**src/rtl/tlk2711_axil_pkg.sv**
```systemverilog
// tlk2711_axil_pkg: shared FSM state type and AXI response codes for the register bridge
package tlk2711_axil_pkg;
  typedef enum logic [1:0] {IDLE, WR_RESP, RD_WAIT, RD_RESP} state_t;
  localparam logic [1:0] RESP_OKAY = 2'b00;
  localparam logic [1:0] RESP_SLVERR = 2'b10;
endpackage

```
**src/rtl/tlk2711_axil_hold.sv**
```systemverilog
// tlk2711_axil_hold: one-entry valid/ready holding register, released by clr
module tlk2711_axil_hold #(
  parameter int W = 32
) (
  input  logic         clk,
  input  logic         rst,
  input  logic         valid,
  input  logic         clr,
  input  logic [W-1:0] din,
  output logic         ready,
  output logic         held,
  output logic [W-1:0] dout
);
  // capture on handshake, release on clr; ready mirrors ~held once out of reset
  always_ff @(posedge clk)
    if (rst) begin
      held <= 1'b0;
      ready <= 1'b0;
      dout <= '0;
    end else if (valid & ready) begin
      held <= 1'b1;
      ready <= 1'b0;
      dout <= din;
    end else if (clr) begin
      held <= 1'b0;
      ready <= 1'b1;
    end else
      ready <= ~held;
endmodule

```
**src/rtl/tlk2711_axil_reg_bridge.sv**
```systemverilog
// tlk2711_axil_reg_bridge: AXI4-Lite slave to single-cycle register strobe bridge for the TLK2711 core
module tlk2711_axil_reg_bridge
  import tlk2711_axil_pkg::*;
#(
  parameter int AXIL_ADDR_WIDTH = 32,
  parameter int REG_ADDR_WIDTH  = 16,
  parameter int DATA_WIDTH      = 64,
  parameter int RD_LATENCY      = 1
) (
  input  logic                       ps_clk,
  input  logic                       ps_rst,
  input  logic                       s_axil_awvalid,
  output logic                       s_axil_awready,
  input  logic [AXIL_ADDR_WIDTH-1:0] s_axil_awaddr,
  input  logic                       s_axil_wvalid,
  output logic                       s_axil_wready,
  input  logic [DATA_WIDTH-1:0]      s_axil_wdata,
  input  logic [DATA_WIDTH/8-1:0]    s_axil_wstrb,
  output logic                       s_axil_bvalid,
  input  logic                       s_axil_bready,
  output logic [1:0]                 s_axil_bresp,
  input  logic                       s_axil_arvalid,
  output logic                       s_axil_arready,
  input  logic [AXIL_ADDR_WIDTH-1:0] s_axil_araddr,
  output logic                       s_axil_rvalid,
  input  logic                       s_axil_rready,
  output logic [DATA_WIDTH-1:0]      s_axil_rdata,
  output logic [1:0]                 s_axil_rresp,
  output logic                       o_reg_wen,
  output logic [REG_ADDR_WIDTH-1:0]  o_reg_waddr,
  output logic [DATA_WIDTH-1:0]      o_reg_wdata,
  output logic                       o_reg_ren,
  output logic [REG_ADDR_WIDTH-1:0]  o_reg_raddr,
  input  logic [DATA_WIDTH-1:0]      i_reg_rdata
);
  localparam int S = DATA_WIDTH / 8;
  localparam logic [2:0] LAT = 3'(RD_LATENCY);
  state_t state;
  logic aw_held, w_held, last_wr, run, rd_err;
  logic [2:0] cnt;
  logic [AXIL_ADDR_WIDTH-1:0] awaddr_q;
  logic [DATA_WIDTH+S-1:0] wq;
  logic b_done, wr_rdy, ar_go, wr_ok, rd_ok;
  assign b_done = s_axil_bvalid & s_axil_bready;
  assign wr_rdy = aw_held & w_held;
  assign s_axil_arready = run & (state == IDLE) & ~(wr_rdy & ~last_wr);
  assign ar_go = s_axil_arvalid & s_axil_arready;
  assign wr_ok = (&wq[DATA_WIDTH+S-1:DATA_WIDTH]) & (awaddr_q[AXIL_ADDR_WIDTH-1:REG_ADDR_WIDTH] == '0);
  assign rd_ok = s_axil_araddr[AXIL_ADDR_WIDTH-1:REG_ADDR_WIDTH] == '0;
  tlk2711_axil_hold #(.W(AXIL_ADDR_WIDTH)) u_aw (
    .clk(ps_clk), .rst(ps_rst), .valid(s_axil_awvalid), .clr(b_done), .din(s_axil_awaddr),
    .ready(s_axil_awready), .held(aw_held), .dout(awaddr_q)
  );
  tlk2711_axil_hold #(.W(DATA_WIDTH + S)) u_w (
    .clk(ps_clk), .rst(ps_rst), .valid(s_axil_wvalid), .clr(b_done), .din({s_axil_wstrb, s_axil_wdata}),
    .ready(s_axil_wready), .held(w_held), .dout(wq)
  );
  // access FSM: round-robin grant, one outstanding core access, registered strobes and responses
  always_ff @(posedge ps_clk)
    if (ps_rst) begin
      state <= IDLE;
      run <= 1'b0;
      last_wr <= 1'b0;
      rd_err <= 1'b0;
      cnt <= '0;
      o_reg_wen <= 1'b0;
      o_reg_ren <= 1'b0;
      o_reg_waddr <= '0;
      o_reg_wdata <= '0;
      o_reg_raddr <= '0;
      s_axil_bvalid <= 1'b0;
      s_axil_bresp <= RESP_OKAY;
      s_axil_rvalid <= 1'b0;
      s_axil_rdata <= '0;
      s_axil_rresp <= RESP_OKAY;
    end else begin
      run <= 1'b1;
      o_reg_wen <= 1'b0;
      o_reg_ren <= 1'b0;
      case (state)
        IDLE:
          if (ar_go) begin
            state <= RD_WAIT;
            last_wr <= 1'b0;
            o_reg_ren <= rd_ok;
            o_reg_raddr <= s_axil_araddr[REG_ADDR_WIDTH-1:0];
            rd_err <= ~rd_ok;
            cnt <= '0;
          end else if (wr_rdy) begin
            state <= WR_RESP;
            last_wr <= 1'b1;
            o_reg_wen <= wr_ok;
            o_reg_waddr <= awaddr_q[REG_ADDR_WIDTH-1:0];
            o_reg_wdata <= wq[DATA_WIDTH-1:0];
            s_axil_bvalid <= 1'b1;
            s_axil_bresp <= wr_ok ? RESP_OKAY : RESP_SLVERR;
          end
        WR_RESP:
          if (b_done) begin
            s_axil_bvalid <= 1'b0;
            state <= IDLE;
          end
        RD_WAIT:
          if (cnt == LAT) begin
            s_axil_rvalid <= 1'b1;
            s_axil_rdata <= rd_err ? '0 : i_reg_rdata;
            s_axil_rresp <= rd_err ? RESP_SLVERR : RESP_OKAY;
            state <= RD_RESP;
          end else
            cnt <= cnt + 3'd1;
        RD_RESP:
          if (s_axil_rvalid & s_axil_rready) begin
            s_axil_rvalid <= 1'b0;
            state <= IDLE;
          end
        default: state <= IDLE;
      endcase
    end
endmodule

```
**config.mk**
```make
export PLATFORM = sky130hd
export DESIGN_NAME = tlk2711_axil_reg_bridge
export DESIGN_NICKNAME = d
export VERILOG_FILES = /design/src/rtl/tlk2711_axil_pkg.sv /design/src/rtl/tlk2711_axil_hold.sv /design/src/rtl/tlk2711_axil_reg_bridge.sv
export SDC_FILE = /design/constraint.sdc
export NUM_CORES = 1
export LEC_CHECK = 0
export ABC_AREA = 1
export CAP_MARGIN = 25
export CELL_PAD_IN_SITES_DETAIL_PLACEMENT = 1
export CELL_PAD_IN_SITES_GLOBAL_PLACEMENT = 1
export CORE_MARGIN = 2
export CORE_UTILIZATION = 31
export CTS_CLUSTER_DIAMETER = 30
export DETAILED_ROUTE_END_ITERATION = 10
export PLACE_DENSITY_LB_ADDON = 0.25
export SKIP_CTS_REPAIR_TIMING = 1
export SLEW_MARGIN = 10
export SYNTH_ARGS = -nofsm -noshare
export SYNTH_HDL_FRONTEND = slang
export SYNTH_HIERARCHICAL = 1
export SYNTH_SLANG_ARGS = --single-unit
```
**constraint.sdc**
```tcl
create_clock -name ps_clk -period 1.75 [get_ports ps_clk]
set_input_delay 0.35 -clock ps_clk [delete_from_list [all_inputs] [get_ports ps_clk]]
set_output_delay 0.35 -clock ps_clk [all_outputs]
set_load 0.01 [all_outputs]
```
==> results of run 1 <==
## layout make-up
| class | instances | area [µm²] | area share |
|---|---|---|---|
| Antenna cell | 6 | 15.0 | 0.000831 |
| Clock buffer | 97 | 2120 | 0.117 |
| Clock inverter | 39 | 526 | 0.0291 |
| Inverter | 123 | 463 | 0.0256 |
| Multi-Input combinational cell | 980 | 4050 | 0.224 |
| Sequential cell | 282 | 5650 | 0.313 |
| Tap cell | 455 | 569 | 0.0315 |
| Timing Repair Buffer | 410 | 4670 | 0.259 |
## registers in the layout, summed over array words and instances, names as in the netlist, 2 cells and up
register      flops
u_w/dout         72
o_reg_wdata      64
s_axil_rdata     64
u_aw/dout        32
o_reg_raddr      16
o_reg_waddr      16
cnt               3
state             2
## cell families (layout without fill, tap and decap cells)
logic type               after synthesis  in the layout  share of synthesized area
buffers and inverters                209            669                     0.0995
AND/OR/NAND/NOR                      821            821                      0.294
adder cells (fa/ha/maj)                2              2                    0.00233
AO/OA/AOI/OAI                        155            155                     0.0773
other                                  1              8                   0.000349
flip-flops                           282            282                      0.526
## power by group through the flow
| stage | combinational, W | sequential, W | clock [W] |
|---|---|---|---|
| final | 0.00246 | 0.00707 | 0.0142 |
| after global routing | 0.00275 | 0.00711 | 0.0149 |
| after CTS | 0.00250 | 0.00707 | 0.0144 |
| after detailed placement | 0.00247 | 0.00718 | 0 |
| after global placement | 0.00241 | 0.00716 | 0 |
| after floorplan | 0.00120 | 0.00721 | 0 |
## per-stage QoR
stage	power [W]	setup TNS, ns	setup slack (ns)	instance area, µm²
floorplan	0.00841	0	0.298	10700
global placement	0.00957	0	0.0792	14900
detailed placement	0.00965	0	0.00368	14900
CTS	0.0240	-13.80	-0.472	17600
global route	0.0247	-0.407	-0.177	18100
finish	0.0237	-0.0572	-0.0540	18100
## cells in the mapped netlist
library cell	n
sky130_fd_sc_hd__o31ai_1	1
sky130_fd_sc_hd__nor2_1	421
sky130_fd_sc_hd__nand3_4	1
sky130_fd_sc_hd__o21a_1	1
sky130_fd_sc_hd__nor2_2	1
sky130_fd_sc_hd__nand4_1	6
sky130_fd_sc_hd__and2_1	1
sky130_fd_sc_hd__nand3b_1	2
sky130_fd_sc_hd__nor3_1	3
sky130_fd_sc_hd__nor2_4	1
sky130_fd_sc_hd__ha_1	2
sky130_fd_sc_hd__a21oi_1	52
sky130_fd_sc_hd__o21ai_1	50
sky130_fd_sc_hd__buf_6	25
sky130_fd_sc_hd__clkbuf_1	16
sky130_fd_sc_hd__conb_1	1
sky130_fd_sc_hd__or2_2	1
sky130_fd_sc_hd__a22oi_1	19
sky130_fd_sc_hd__a31oi_1	1
sky130_fd_sc_hd__buf_4	11
sky130_fd_sc_hd__dfxtp_1	282
sky130_fd_sc_hd__buf_8	1
sky130_fd_sc_hd__nand2_1	376
sky130_fd_sc_hd__inv_2	4
sky130_fd_sc_hd__inv_1	118
sky130_fd_sc_hd__buf_2	33
sky130_fd_sc_hd__nand3_1	6
sky130_fd_sc_hd__o21ai_0	31
sky130_fd_sc_hd__nand2_4	2
sky130_fd_sc_hd__clkinv_2	1
## worst min-delay path by stage
| stage | start | endpoint | slack, ns | depth (start not counted) |
|---|---|---|---|---|
| floorplan | ps_rst | u_aw/held | 0.42 | 1 |
| global placement | o_reg_raddr[9] | o_reg_raddr[9] | 0.43 | 2 |
| detailed placement | o_reg_raddr[5] | o_reg_raddr[5] | 0.43 | 2 |
| CTS | ps_rst | u_w/ready | 0.08 | 2 |
| global route | ps_rst | u_w/ready | 0.1 | 2 |
| finish | ps_rst | u_w/ready | 0.10 | 2 |
## per-layer routing
| layer | vias to the layer above | routed length (µm) | GRT usage |
|---|---|---|---|
| met4 | 2 | 1100 | 0.0868 |
| met2 | 301 | 18900 | 0.346 |
| li1 | 5305 | - | - |
| met1 | 4929 | 15300 | 0.220 |
| met5 | - | 11 | 0 |
| met3 | 75 | 2620 | 0.0627 |
## worst max-delay path, cell delays in order, from the launching register on
cell and delay [ns]:
sky130_fd_sc_hd__dfxtp_2 0.35, sky130_fd_sc_hd__ha_1 0.15, sky130_fd_sc_hd__inv_1 0.04, sky130_fd_sc_hd__nor2_2 0.14
sky130_fd_sc_hd__nand3_2 0.15, sky130_fd_sc_hd__nor2_4 0.21, sky130_fd_sc_hd__buf_4 0.18, sky130_fd_sc_hd__clkbuf_16 0.17
sky130_fd_sc_hd__nand2_1 0.06, sky130_fd_sc_hd__a21oi_1 0.24
## cells in the final DEF, fill, tap and decap left out, types with 2 or more instances in the layout
cell type	n
sky130_fd_sc_hd__clkbuf_16	78
sky130_fd_sc_hd__buf_4	16
sky130_fd_sc_hd__o21ai_0	31
sky130_fd_sc_hd__nor2_1	419
sky130_fd_sc_hd__buf_2	2
sky130_fd_sc_hd__nand2_1	374
sky130_fd_sc_hd__inv_2	5
sky130_fd_sc_hd__inv_6	2
sky130_fd_sc_hd__clkinvlp_4	4
sky130_fd_sc_hd__nand2_4	3
sky130_fd_sc_hd__a22oi_1	19
sky130_fd_sc_hd__bufinv_16	11
sky130_fd_sc_hd__clkinv_8	3
sky130_fd_sc_hd__buf_12	17
sky130_fd_sc_hd__nand3_1	5
sky130_fd_sc_hd__o21ai_1	50
sky130_fd_sc_hd__clkbuf_8	14
sky130_fd_sc_hd__conb_1	2
sky130_fd_sc_hd__dfxtp_2	3
sky130_fd_sc_hd__ha_1	2
sky130_fd_sc_hd__nor2_4	2
sky130_fd_sc_hd__dlymetal6s2s_1	168
sky130_fd_sc_hd__clkinv_2	19
sky130_fd_sc_hd__nand4_1	6
sky130_fd_sc_hd__clkbuf_1	7
sky130_fd_sc_hd__clkdlybuf4s50_1	205
sky130_fd_sc_hd__dfxtp_1	279
sky130_fd_sc_hd__diode_2	6
sky130_fd_sc_hd__nor2_2	2
sky130_fd_sc_hd__nand3b_1	2
sky130_fd_sc_hd__nor3_1	3
sky130_fd_sc_hd__a21oi_1	52
sky130_fd_sc_hd__inv_1	117
==> results.txt, run 1 <==
The flow ran to the end, but the final reports show violations. The checks that failed: setup timing. The data required time of the worst path came out at 2.21 ns. At the end of routability-driven placement, the weighted congestion stood at 0.765.

The cell count after synthesis is between 1000 and 1500. The fraction of final layout cells sized beyond drive strength 1 came out at 0.0963. The detailed-route vias per instance came out at approximately 4.4. The number of input and output port buffers inserted is 375. The setup clock skew after layout came out at approximately 0.027 ns. The depth of the worst register-to-register path is 9. Synthesis inferred ~280 register bits. The worst setup margin is -0.0540 ns. The number of warnings printed during yosys synthesis is 6. The part of the power in registers came out at 0.298. The count of different cell masters after synthesis is 30. The post-detailed-route DRC marker count is 0. The final hold violation count came to 0. The number of nets at the end of the flow came out at approximately 2100. Data arrives at the worst endpoint at approximately 2.3 ns. The hold slack came out at 0.104 ns. For this block, the routed nets add up to 37.9 mm of wire. The total overflow left after global routing is 0. The number of detailed-routing iterations run before antenna repair is 4. The full die area is 36100 µm². The CTS clock-pin slew for the worst setup and hold paths came out at around 0.04 ns.

The routed layout has approximately 11000 vias. TritonCTS built the clock tree. The highest net fanout along the worst path came out at 13.

The tightest min-delay check is of the primary input to flip-flop type. VDD sags by at most 0.000689 V. The clock sink count came out at roughly 280.

In this run the core area contains slightly below 70 standard-cell rows. The initial antenna violation count came out at 8. The part of the cycle the worst path needs came out at 1.03. For this design the ratio of total power to cell area is between 1000 and 1500 nW/µm². The area fraction of the dominant cell type after synthesis came out at 0.526. The wire length of the first global-routing pass came out at about 57 mm. The internal power is 0.0182 W. The power share of the combinational group came out at 0.104. Setup repair after global routing could not meet its margin everywhere. The layout has 4003 filler cells. Clock tree synthesis selected as its root buffer the cell sky130_fd_sc_hd__clkbuf_16. In this run the critical register-to-register path is launched from cnt[0].

In this run, the number of DRC markers left after iteration 0 of detailed routing was around 260. The clock insertion delay at the later pin of the skew report came out at 0.57 ns. The mean post-synth cell area is between 7 and 8 µm².

From synthesis to final layout, the design area changed by 68.3%. The I/O pin count is around 380. The fraction of power spent switching nets is 0.235. The standard cell core area is ~34000 µm². The effective utilization at floorplan is 0.313. For this run, the register share of the synthesized area comes to 0.526. The post-detailed-route wirelength per cell is 15.9 µm. The maximum clock path buffer count is 3. The detail route stage leaves a number of antenna-violating nets equal to 0. The HPWL after detailed placement is 24.4 mm. Sorting the synthesized cells by area gives the leading types as sky130_fd_sc_hd__dfxtp_1, sky130_fd_sc_hd__nor2_1, sky130_fd_sc_hd__nand2_1, sky130_fd_sc_hd__inv_1, sky130_fd_sc_hd__buf_6. The final design utilization is 0.527. The startpoint of the most critical setup path is cnt[0].

Entering global routing, the biggest net connects 70 pins. In this run, placement finished with an instance count of around 2200. The number of buffers inserted during clock tree synthesis is 74. In this run the power spent charging and discharging nets is 0.00557 W. The category of the most critical setup path is flip-flop to flip-flop.

The count of pins over their slew limit came out at 0. The post-synth design cell area is about 11000 µm². The floorplan step set the die width to 190 µm.

The maximum clock rate came out at around 0.55 GHz. The capturing point of the worst reg2reg path is s_axil_rdata[18]. The height of the die is roughly 190 µm. The worst setup path is captured at a flip-flop. The number of global-route vias before repair is roughly 11000. The count of placed standard cells in the final layout, fillers left out is around 2400. The share of total power dissipated in the clock network is 0.598. Of all cell types, the one taking the most synthesized area is sky130_fd_sc_hd__dfxtp_1. The final critical delay including setup and external delays came out at between 1.5 and 2 ns.

The leakage power is around 11 nW. The setup slack on the worst flop-to-flop path is -0.05 ns. The global router's overall resource usage came out at 0.198. The capturing element of the worst setup path is s_axil_rdata[18]. The worst setup path is launched from a flip-flop. Across the run, the number of max-cap violations was 0.

In this run the number of H-tree levels came out at 3. The setup violation total in the final timing report is 2.
Power figures use the tool's default switching activity.
==> run 2, diff against run 1 <==
--- a/config.mk
+++ b/config.mk
@@ -10,9 +10,10 @@
 export CELL_PAD_IN_SITES_DETAIL_PLACEMENT = 1
 export CELL_PAD_IN_SITES_GLOBAL_PLACEMENT = 1
 export CORE_MARGIN = 2
-export CORE_UTILIZATION = 31
+export CORE_UTILIZATION = 28
 export CTS_CLUSTER_DIAMETER = 30
 export DETAILED_ROUTE_END_ITERATION = 10
+export GPL_TIMING_DRIVEN = 0
 export PLACE_DENSITY_LB_ADDON = 0.25
 export SKIP_CTS_REPAIR_TIMING = 1
 export SLEW_MARGIN = 10
==> constraint.sdc (replaced) <==
create_clock -name ps_clk -period 1.4 [get_ports ps_clk]
set_input_delay 0.28 -clock ps_clk [delete_from_list [all_inputs] [get_ports ps_clk]]
set_output_delay 0.28 -clock ps_clk [all_outputs]
set_load 0.01 [all_outputs]
==> run 2 against run 1 <==
  * The flow still finishes with violations (setup timing)
  * Die area is 10% higher
  * First-iteration DRC count is 5.4% higher
  * Total power is 32% higher
  * Worst setup slack worse by 0.33 ns
  * Via count is 6.8% higher
  * Combinational power is 70% higher
  * Register-to-register slack worse by 0.32 ns
  * Clock power is 28% higher
  * Global-route usage is 0.18 points lower
  * Sequential cell count stayed put
  * Critical path type is now flip-flop to output pin
  * Largest power group unchanged
  * Highest routed layer unchanged
==> results.txt, run 2 (same netlist as run 1, synthesis figures left out) <==
The final route contains ~11000 vias. For met1 alone, demand over resource in global routing was 0.219. The initialized floorplan defines ~70 standard-cell rows.

The setup slack on the worst flop-to-flop path is -0.37 ns. The final reports fail on setup timing. The flow ran to the end, but the final reports show violations. The wire length of the first global-routing pass is roughly 60 mm.

The CTS clock-pin slew for the worst setup and hold paths came out at about 0.040 ns. The sequential cells in the finished layout cover a total of around 5700 µm². The fraction of final layout cells sized beyond drive strength 1 came out at 0.285.

The die covers about 40000 µm². The startpoint identified for the worst register-to-register timing path is cnt[1]. The number of flip-flops under the largest register name is between 70 and 80.

In the final routed layout, each cell accounts on average for roughly 18 µm. The number of input and output port buffers inserted came out at 375. The net count of the finished layout is approximately 2200. After detailed routing, the number of vias per cell comes to approximately 4.4. The height of the die is approximately 200 µm. In the global route stage, met3 resource usage came out at 0.0647. The launching element type of the critical path is a flip-flop. Following the worst setup path forward leads to its endpoint at s_axil_arready. Leaving out fill and tap cells, the most frequent cell in the layout is sky130_fd_sc_hd__nor2_1. The final design instance area without fill came out at between 15000 and 20000 µm². The worst setup path is captured at an output pin.

Setup repair after global routing could not meet its margin everywhere. For this run, design rule violations remaining after detail routing come to 0. Data arrives at the worst endpoint at 1.50 ns. The number of maximum-capacitance constraint violations came out at 0. The later pin in the worst-skew pair is clocked with a latency of 0.57 ns.

The estimated wirelength of the detail-placed design came out at about 29 mm. The number of global-route vias before repair is roughly 11000. The met2 usage came out at 0.350.

In the layout the commonest cells are sky130_fd_sc_hd__nor2_1, sky130_fd_sc_hd__nand2_1, sky130_fd_sc_hd__dfxtp_1. The worst register-to-register path ends at s_axil_rdata[29]. The category of the most critical setup path is flip-flop to output pin. The path class of the tightest hold or removal check is primary input to flip-flop.

STA puts the critical path data required time at 1.12 ns. The total power per unit cell area came out at 1580 nW/µm². The global router's overall resource usage came out at 0.196. The cell at the root of the clock tree is sky130_fd_sc_hd__clkbuf_16. The highest net fanout along the worst path is 5.

The final hold violation count came to 0. The worst setup margin is -0.380 ns. The last weighted congestion value of the routability-driven placer came out at approximately 0.76. The final critical delay including setup and external delays is roughly 1.8 ns. CTS built an H-tree with a depth of 3.

For this design the static power due to leakage is around 11 nW. The width of the chip is 200 µm. After filler insertion, the fill cell instance count of the layout stands at around 4400. In this run the tightest slew margin relative to its limit is 0.460. The remaining global-route overflow came out at 0. The initial utilization of the core area, before any placement, comes to 0.285. Dividing the final minimum period by the clock period gives 1.27.

The largest registers in the layout are u_w/dout (72), o_reg_wdata (64), s_axil_rdata (64). The TritonCTS clock tree is yes. The cell with the most instances on the worst path is sky130_fd_sc_hd__buf_6. Setup violations remaining at the end of the flow were counted as ~180. Pin placement for this block handled approximately 380 I/O pins. The peak per-stage delay on the critical path is roughly 0.31 ns. met2 is the most crowded layer. The number of DRC violations after detailed-routing iteration 0 came out at approximately 270. The transition time at the pin with the least slew margin came out at roughly 0.8 ns. The clock sink count came out at 282. Counting the buffers created by CTS gives 78. The maximum clock rate is between 0.5 and 0.6 GHz. The standard cell core area is between 30000 and 40000 µm². u_w/dout holds more flip-flops than any other register.

Traced cell by cell, the critical path runs through buf_6 > inv_4 > nand2_4 > nor2_4 > and2_4 > buf_6. The maximum clock path buffer count came out at 3. The worst-case IR drop observed on VDD is 0.00120 V. Among all stages on the critical path, the largest delay is contributed by sky130_fd_sc_hd__dfxtp_2.

The setup clock skew after layout is roughly 0.023 ns. The first detailed-routing pass ran for 4 iterations. The initial antenna violation count came out at 3. The remaining antenna violation count is 0. The cell area after placement came out at about 15000 µm². The summed negative setup slack over all endpoints came out at -40.62 ns. The count of pins over their slew limit came out at 0.

The area added between synthesis and finish is 85.3%. The aggregate routed wire length is 45.6 mm. Entering global routing, the biggest net connects 11 pins. The depth of the worst register-to-register path came out at 11.

In this run the worst setup path begins at state[1]. The multi-input logic area came out at approximately 5100 µm².
-- run 2: cell types whose count changed in the layout (fill, tap and decap cells not counted), sizes merged --
cell,before,now
clkinv,23,17
clkinvlp,4,1
dlymetal6s2s,168,93
diode,6,2
clkbuf,99,214
buf,35,111
-- run 2: area by class of cell --
class                      instances  share of cell area
clock inverter                    30              0.0217
antenna                            2            0.000252
tap                              511              0.0322
inverter                         123              0.0244
timing repair buffer             431               0.223
clock buffer                     106               0.114
sequential                       282               0.285
multi-input combinational        980               0.255
buffer                            86              0.0444
-- run 2: power by group --
group          internal [W]  total, W  switching [W]
clock                0.0131    0.0182        0.00509
combinational       0.00206   0.00417        0.00211
sequential          0.00858   0.00892       0.000341
-- run 2: through the flow --
step / hold WS, ns / cells / power, W / setup WS [ns] / utilization
global route: 0.0617 / 2549 / 0.0325 / -0.484 / 0.528
floorplan: 0.349 / 1471 / 0.0105 / 0.00424 / -
global placement: 0.429 / 2357 / 0.0120 / -1.33 / 0.402
CTS: 0.231 / 2493 / 0.0305 / -0.868 / 0.474
detailed placement: 0.436 / 2357 / 0.0121 / -1.35 / 0.402
finish: 0.0551 / 2551 / 0.0313 / -0.380 / 0.528
-- run 2: worst min path at each step --
stage                      start              end  slack, ns  cells after the start
4_1_cts        s_axil_araddr[10]  o_reg_raddr[10]       0.23                      3
3_3_place_gp      o_reg_raddr[1]   o_reg_raddr[1]       0.43                      2
2_1_floorplan             ps_rst        u_aw/held       0.35                      1
6_report                  ps_rst        u_w/ready       0.06                      2
3_5_place_dp     o_reg_raddr[12]  o_reg_raddr[12]       0.44                      2
5_1_grt                   ps_rst        u_w/ready       0.06                      2
-- run 2: worst max-delay path, delay by kind of cell, from the launching register on --
family	cells	cell delay, ns
buffers and inverters	3	0.28
DFF	1	0.31
and+or+nand+nor	3	0.34
-- run 2: layer usage --
metal  up-vias  part of all wire
li1       5542                 -
met1      5414              0.39
met2       289              0.52
met3        87             0.066
met4         4             0.023
met5         -           0.00059
==> run 3, diff against run 2 <==
--- a/config.mk
+++ b/config.mk
@@ -6,6 +6,7 @@
 export NUM_CORES = 1
 export LEC_CHECK = 0
 export ABC_AREA = 1
+export ABC_CLOCK_PERIOD_IN_PS = 1400
 export CAP_MARGIN = 25
 export CELL_PAD_IN_SITES_DETAIL_PLACEMENT = 1
 export CELL_PAD_IN_SITES_GLOBAL_PLACEMENT = 1
==> results of run 3 <==
No change in the layout: final DEF, timing and power equal those of run 2.
